[src/rtl/dram_arbiter.sv]
// dram_arbiter
//   Two-requester (cpu, io) round-robin arbiter in front of a single-port
//   data memory. Each granted transaction takes one IDLE cycle to arbitrate,
//   LAT ACCESS cycles with the memory strobed, then one DONE cycle in which
//   the granted requester's Ready pulses.
//
// Ports
//   clk, rst_n                         clock, async active-low reset
//   cpuReq/cpuWe/cpuAddr/cpuWdata      cpu request side
//   cpuReady/cpuRdata                  cpu completion pulse and read data
//   ioReq/ioWe/ioAddr/ioWdata          io-port request side
//   ioReady/ioRdata                    io completion pulse and read data
//   memEn/memWriteEnable               memory access / write strobes
//   memAddr/memWdata/memRdata          memory address, write data, read data
//   dbg_state                          current FSM state (IDLE=0, ACCESS=1, DONE=2)
//
// Handshake: a requester raises Req with We/Addr/Wdata and holds all four
// stable until it sees its Ready high for one cycle; Ready is a single-cycle
// pulse and rdata is valid while it is high. There is no backpressure on the
// Ready side. If Req is dropped mid-access the access still finishes and the
// Ready pulse still appears; the requester simply ignores it.

module dram_arbiter #(
  parameter int AW  = 8,
  parameter int DW  = 16,
  parameter int LAT = 2
) (
  input  logic          clk,
  input  logic          rst_n,
  input  logic          cpuReq,
  input  logic          cpuWe,
  input  logic [AW-1:0] cpuAddr,
  input  logic [DW-1:0] cpuWdata,
  output logic          cpuReady,
  output logic [DW-1:0] cpuRdata,
  input  logic          ioReq,
  input  logic          ioWe,
  input  logic [AW-1:0] ioAddr,
  input  logic [DW-1:0] ioWdata,
  output logic          ioReady,
  output logic [DW-1:0] ioRdata,
  output logic          memEn,
  output logic          memWriteEnable,
  output logic [AW-1:0] memAddr,
  output logic [DW-1:0] memWdata,
  input  logic [DW-1:0] memRdata,
  output logic [1:0]    dbg_state
);

  typedef enum logic [1:0] {
    IDLE   = 2'd0,
    ACCESS = 2'd1,
    DONE   = 2'd2
  } state_t;

  localparam logic [2:0] LAT_L = 3'(LAT);

  state_t        state;
  logic [2:0]    cnt;
  logic          grant;       // 0 = cpu, 1 = io
  logic          last_grant;  // resets to io so cpu wins the first tie
  logic          mem_en_q;
  logic          cpu_ready_q;
  logic          io_ready_q;
  logic [DW-1:0] cpu_rdata_q;
  logic [DW-1:0] io_rdata_q;

  logic          pick;
  logic          g_we;
  logic [AW-1:0] g_addr;
  logic [DW-1:0] g_wdata;
  logic          last_cycle;

  // Round-robin: a lone requester always wins, a tie goes to whoever was
  // not granted last.
  always_comb begin
    pick = ioReq;
    if (cpuReq && ioReq) pick = ~last_grant;
  end

  // Granted requester's inputs are used live; they are required to be stable.
  assign g_we       = grant ? ioWe    : cpuWe;
  assign g_addr     = grant ? ioAddr  : cpuAddr;
  assign g_wdata    = grant ? ioWdata : cpuWdata;
  assign last_cycle = (state == ACCESS) && (cnt == 3'd1);

  always_ff @(posedge clk or negedge rst_n) begin
    if (!rst_n) begin
      state       <= IDLE;
      cnt         <= 3'd0;
      grant       <= 1'b0;
      last_grant  <= 1'b1;
      mem_en_q    <= 1'b0;
      cpu_ready_q <= 1'b0;
      io_ready_q  <= 1'b0;
      cpu_rdata_q <= '0;
      io_rdata_q  <= '0;
    end else begin
      cpu_ready_q <= 1'b0;
      io_ready_q  <= 1'b0;
      case (state)
        IDLE: begin
          if (cpuReq || ioReq) begin
            grant      <= pick;
            last_grant <= pick;
            cnt        <= LAT_L;
            mem_en_q   <= 1'b1;
            state      <= ACCESS;
          end
        end
        ACCESS: begin
          cnt <= cnt - 3'd1;
          if (last_cycle) begin
            if (!g_we) begin
              if (grant) io_rdata_q  <= memRdata;
              else       cpu_rdata_q <= memRdata;
            end
            // Ready is registered so it lines up exactly with DONE.
            cpu_ready_q <= ~grant;
            io_ready_q  <= grant;
            mem_en_q    <= 1'b0;
            state       <= DONE;
          end
        end
        DONE: begin
          state <= IDLE;
        end
        default: begin
          mem_en_q <= 1'b0;
          state    <= IDLE;
        end
      endcase
    end
  end

  // mem_en_q is a reset flop, so every memory strobe drops the moment
  // rst_n falls; address and data are gated by it to stay 0 outside ACCESS.
  assign memEn          = mem_en_q;
  assign memWriteEnable = mem_en_q & g_we;
  assign memAddr        = mem_en_q ? g_addr  : '0;
  assign memWdata       = mem_en_q ? g_wdata : '0;

  assign cpuReady  = cpu_ready_q;
  assign ioReady   = io_ready_q;
  assign cpuRdata  = cpu_rdata_q;
  assign ioRdata   = io_rdata_q;
  assign dbg_state = state;

endmodule

[config.mk]
export PLATFORM = sky130hd
export DESIGN_NAME = dram_arbiter
export DESIGN_NICKNAME = d
export VERILOG_FILES = /design/src/rtl/dram_arbiter.sv
export SDC_FILE = /design/constraint.sdc
export NUM_CORES = 1
export LEC_CHECK = 0
export ABC_AREA = 1
export CORE_UTILIZATION = 30
export DETAILED_ROUTE_END_ITERATION = 7
export HOLD_SLACK_MARGIN = 0.06
export PLACE_DENSITY = 0.68
export SYNTH_ARGS = -nofsm -noshare
export SYNTH_HDL_FRONTEND = slang
export SYNTH_SLANG_ARGS = --single-unit
[constraint.sdc]
create_clock -name clk -period 1.94 [get_ports clk]
set_input_delay 0.388 -clock clk [delete_from_list [all_inputs] [get_ports clk]]
set_output_delay 0.388 -clock clk [all_outputs]
set_load 0.02 [all_outputs]
After elaboration in Yosys (flattened, before gate mapping)
Cells that the tools add are included.
- equal/unequal tests: 5
- add/sub/neg operators: 1
- reductions and logical operators: 11
- mux-type cells: 18
- bitwise logic cells: 5
- operators by type and width (operator ; count):
    $mux 16 ; 2
    $mux 8 ; 2
    $mux 1 ; 8
    $reduce_and 4->1 ; 2
    $pmux 3 s2 ; 1
    $reduce_and 2->1 ; 3
    $mux 2 ; 2
    $ne 2x2->1 const B ; 2
    $not 1->1 ; 4
    $pmux 2 s2 ; 1
    $eq 3x1->1 const B ; 1
    $mux 3 ; 1
    $pmux 1 s3 ; 1
    $reduce_and 3->1 ; 1
    $sub 3x1->3 const B ; 1
    $eq 2x1->1 const B ; 1
    $eq 2x2->1 const B ; 1
    $logic_and 1x1->1 ; 2
    $logic_not 2->1 ; 1
    $reduce_bool 2->1 ; 1
    $and 1x1->1 ; 1
    $logic_or 1x1->1 ; 1
- register bits: 42
- input bits: 70
- logic and storage cells: 49
- output and inout port bits: 62

Logic depth before layout (Yosys ltp)
Gate-level depths: netlist (run 1).
- depth in word-level cells: 4
- mapped depth: 8
- mapped depth without buffers: 7

Worst setup path after synthesis (run 1)
OpenSTA, ideal clock, no wires.
- path type: register -> output
- from: register grant
- to: output memWriteEnable
- arrival: 1342 ps
- path slack: 210 ps
- cell stages (with the launch flop): 6
- path buffers: 2
- required time: 1552 ps
- path through: dfrtp_1 > buf_2 > inv_4 > nor2_8 > buf_4 > a211oi_1
- cells in the longest elaborated chain, start to end: 2
- RTL lines (item ; RTL line ; source):
    from (decl) ; 60 ; logic grant;
    from (signal assigned) ; 104 ; grant <= pick;
    $mux 1 ; 82 ; assign g_we = grant ? ioWe : cpuWe;
    $and 1x1->1 ; 139 ; assign memWriteEnable = mem_en_q & g_we;
    to (decl) ; 43 ; output logic memWriteEnable,
No other way between the ends.

Final worst setup path (run 1)
- from: register grant
- to: output memWdata[1]
- cells in the longest elaborated chain, start to end: 2
- RTL lines (item ; RTL line ; source):
    $mux 16 ; 84 ; assign g_wdata = grant ? ioWdata : cpuWdata;
    $mux 16 ; 141 ; assign memWdata = mem_en_q ? g_wdata : '0;
    to (decl) ; 45 ; output logic [DW-1:0] memWdata,
No other way between the ends.

==> metrics, run 1 <==
fmax 530 MHz; Top delay family on crit path buffers and inverters; placed cell count 488; WHS 0.469 ns; vias per cell 4.61; FP Rows 30; VDD IR max 719 uV; CTS tree done; DIE AREA 0.00740 mm2; multiplexer share of the synthesized area 0%; post-DP HPWL 4850 um; Vias 2289; Crit. path cell count 5; initial antenna violation count 0; CP max stage delay 0.44 ns; largest family of logic cells by synthesized area simple AND/OR/NAND/NOR gates; Max-slew headroom 67.1%; Layout Nets 472; Synthesized Nets 339; synth unique cells 24; ANT cells 0; routability congestion estimate 0.724; die width 86.0 um; Leak 0.00172 uW; GR Util All Layers 17.9%; crit path time final 1.89 ns; clock-pin transition on the worst setup and hold timing paths 0.08 ns; worst reg2reg setup slack 0.36 ns; arrival time worst endpoint 1.50 ns; clock sinks 42; Avg Synthesized Cell Area 7.93 um2; count of input and output buffers 131; fin crit share 97.2%; Starting Density 31.2%; Max Clock Skew 0.00729 ns; commonest non-fill, non-tap cell in the layout clkdlybuf4s50_1; Crit path required time 1.55 ns; CP max stage cell dfrtp_1; largest net degree at the start of global routing 26; Synth Area in Compound Gates 7.57%; worst path cell trace inv_4 > buf_12 > nor2_1 > nor2_1 > clkdlybuf4s15_1; CP startpoint kind register; CTS max path bufs 2; antenna-violating nets left 0; area delta synth->final 69.1%; status finished, final reports clean; commonest non-fill, non-tap cells in the layout clkdlybuf4s50_1, nand2_1, nor2_1; Register-to-Register Path Depth 7; wire length per cell 13.2 um; adder-cell share of the synthesized area 1.18%; r2r endpoint cpuRdata[4]; total CTS buffers 5; critical path launch point grant; unrepaired setup endpoints after global routing yes; first-pass GRT wire length 10500 um; FF+latch count, synth 42; CTS H-tree lvls 2; Buf+Inv Stages, Crit Path 3; Crit path top cell by count nor2_1; 1st-iter DRT viols 89; Setup crit end kind output pin; Worst Setup Path Type register to output pin; Ys Warns 0; Simple-Gate Fraction of Synth Area 35.3%; share of cells above drive strength 1 12.0%; IO Pins 132; fin cells 497; setup violators final 0; number of global-route vias before repair 2148; worst-margin pin slew 0.491 ns; Clk Latency, worst-skew pair 0.29 ns; Synth Area in XOR/XNOR 0%; max-cap viol count 0; Synth Instances 267; power density cells 1510 mW/mm2; Final Hold Fails 0; HP Class register to register; post-synthesis cell area 0.00212 mm2; # DRC 0; sequential-to-total area share from yosys stat 49.7%; total global routing overflow 0; core area 0.00679 mm2; crit path max fanout 15; final wirelength 6580 um; die extent in y 86.0 um; root buffer cell clkbuf_8; final core occ 52.7%; Initial DRT Pass Iterations 4; critical path endpoint memWdata[1]; fin. max-slew vios 0; Reg2Reg Launch Point cnt[1]
per-layer routing:
layer | wire length, um | GRT usage, % | up-vias
met2 | 3110 | 29.6 | 82
met3 | 475 | 4.72 | 9
met1 | 2910 | 22.8 | 1058
met4 | 79 | 5.91 | 0
met5 | 0 | 0 | -
li1 | - | - | 1140
report_power, final:
| group | switching, uW | leakage (uW) | internal [uW] |
|---|---|---|---|
| clock | 303 | 0.0000472 | 286 |
| combinational | 1930 | 0.00114 | 1390 |
| sequential | 238 | 0.000531 | 1250 |
logic make-up (layout without fill, tap and decap cells):
family / count (synthesis) / count (layout)
AO/OA/AOI/OAI: 31 / 31
AND/OR/NAND/NOR: 167 / 167
adder cells (fa/ha/maj): 2 / 2
buffers and inverters: 25 / 159
flip-flops: 42 / 42
per-stage QoR:
stage,setup slack (ns),area [um2],setup TNS (ns),total power (uW)
after CTS,0.00215,3650,0,5490
after global placement,-0.299,3570,-1.46,5030
after floorplan,0.210,2120,0,3330
after global routing,-0.00743,3580,-0.0129,5770
after detailed placement,-0.290,3570,-1.63,5080
final,0.0549,3580,0,5390
worst min-delay path, cell delays in order, from the launching register on:
cell     delay [ns]
dfstp_2        0.37
nand2_1        0.05
nand2_1        0.05
repair_timing:
action | 4_1_cts | 5_1_grt
setup endpoints to repair | 25 | 25
resized for setup | 30 | 46
cloned | 0 | 0
hold endpoints to repair | 17 | 0
setup buffers | 0 | 0
hold buffers | 1 | 0
cell type report:
| type | count | area, um2 |
|---|---|---|
| Fill cell | 656 | 3210 |
| Multi-Input combinational cell | 200 | 932 |
| Tap cell | 96 | 120 |
| Clock buffer | 6 | 82.6 |
| Timing Repair Buffer | 142 | 1340 |
| Inverter | 9 | 36.3 |
| Sequential cell | 42 | 1050 |
| Clock inverter | 2 | 12.5 |
flip-flops by register name (all words and copies together), names as in the netlist:
signal      flops
cpuRdata       16
cpuReady        1
dbg_state       2
ioRdata        16
last_grant      1
grant           1
ioReady         1
cnt             3
memEn           1
worst min-delay path by stage:
stage                     from           end  depth (start not counted)
floorplan                rst_n        cnt[0]                          0
global placement         rst_n  cpuRdata[10]                          1
detailed placement       rst_n  cpuRdata[10]                          1
CTS                 last_grant    last_grant                          2
global route        last_grant    last_grant                          2
finish              last_grant    last_grant                          2
synth_stat cells:
library cell / number / area, um2
o211ai_1: 1 / 7.51
nor2_8: 2 / 40.0
a211oi_1: 1 / 7.51
a21oi_1: 2 / 10.0
inv_1: 6 / 22.5
clkinv_1: 1 / 3.75
dfrtp_1: 41 / 1030
ha_1: 2 / 25.0
nand2_2: 1 / 6.26
buf_6: 2 / 22.5
nand2_1: 75 / 282
dfstp_2: 1 / 26.3
o21ai_1: 1 / 5.00
nor2_1: 52 / 195
inv_4: 1 / 6.26
o21ai_0: 26 / 130
nand2_4: 1 / 11.3
inv_2: 1 / 3.75
clkbuf_1: 5 / 18.8
nand3_1: 19 / 95.1
buf_4: 4 / 30.0
buf_2: 5 / 25.0
nand3_4: 1 / 17.5
nand4_1: 16 / 100
Power figures use the tool's default switching activity.
==> run 2: changes to the inputs <==
Settings changed: GPL_ROUTABILITY_DRIVEN from default to 0.
==> results of run 2 <==
Same layout as run 1: the final DEF is identical, and so are final timing and power.
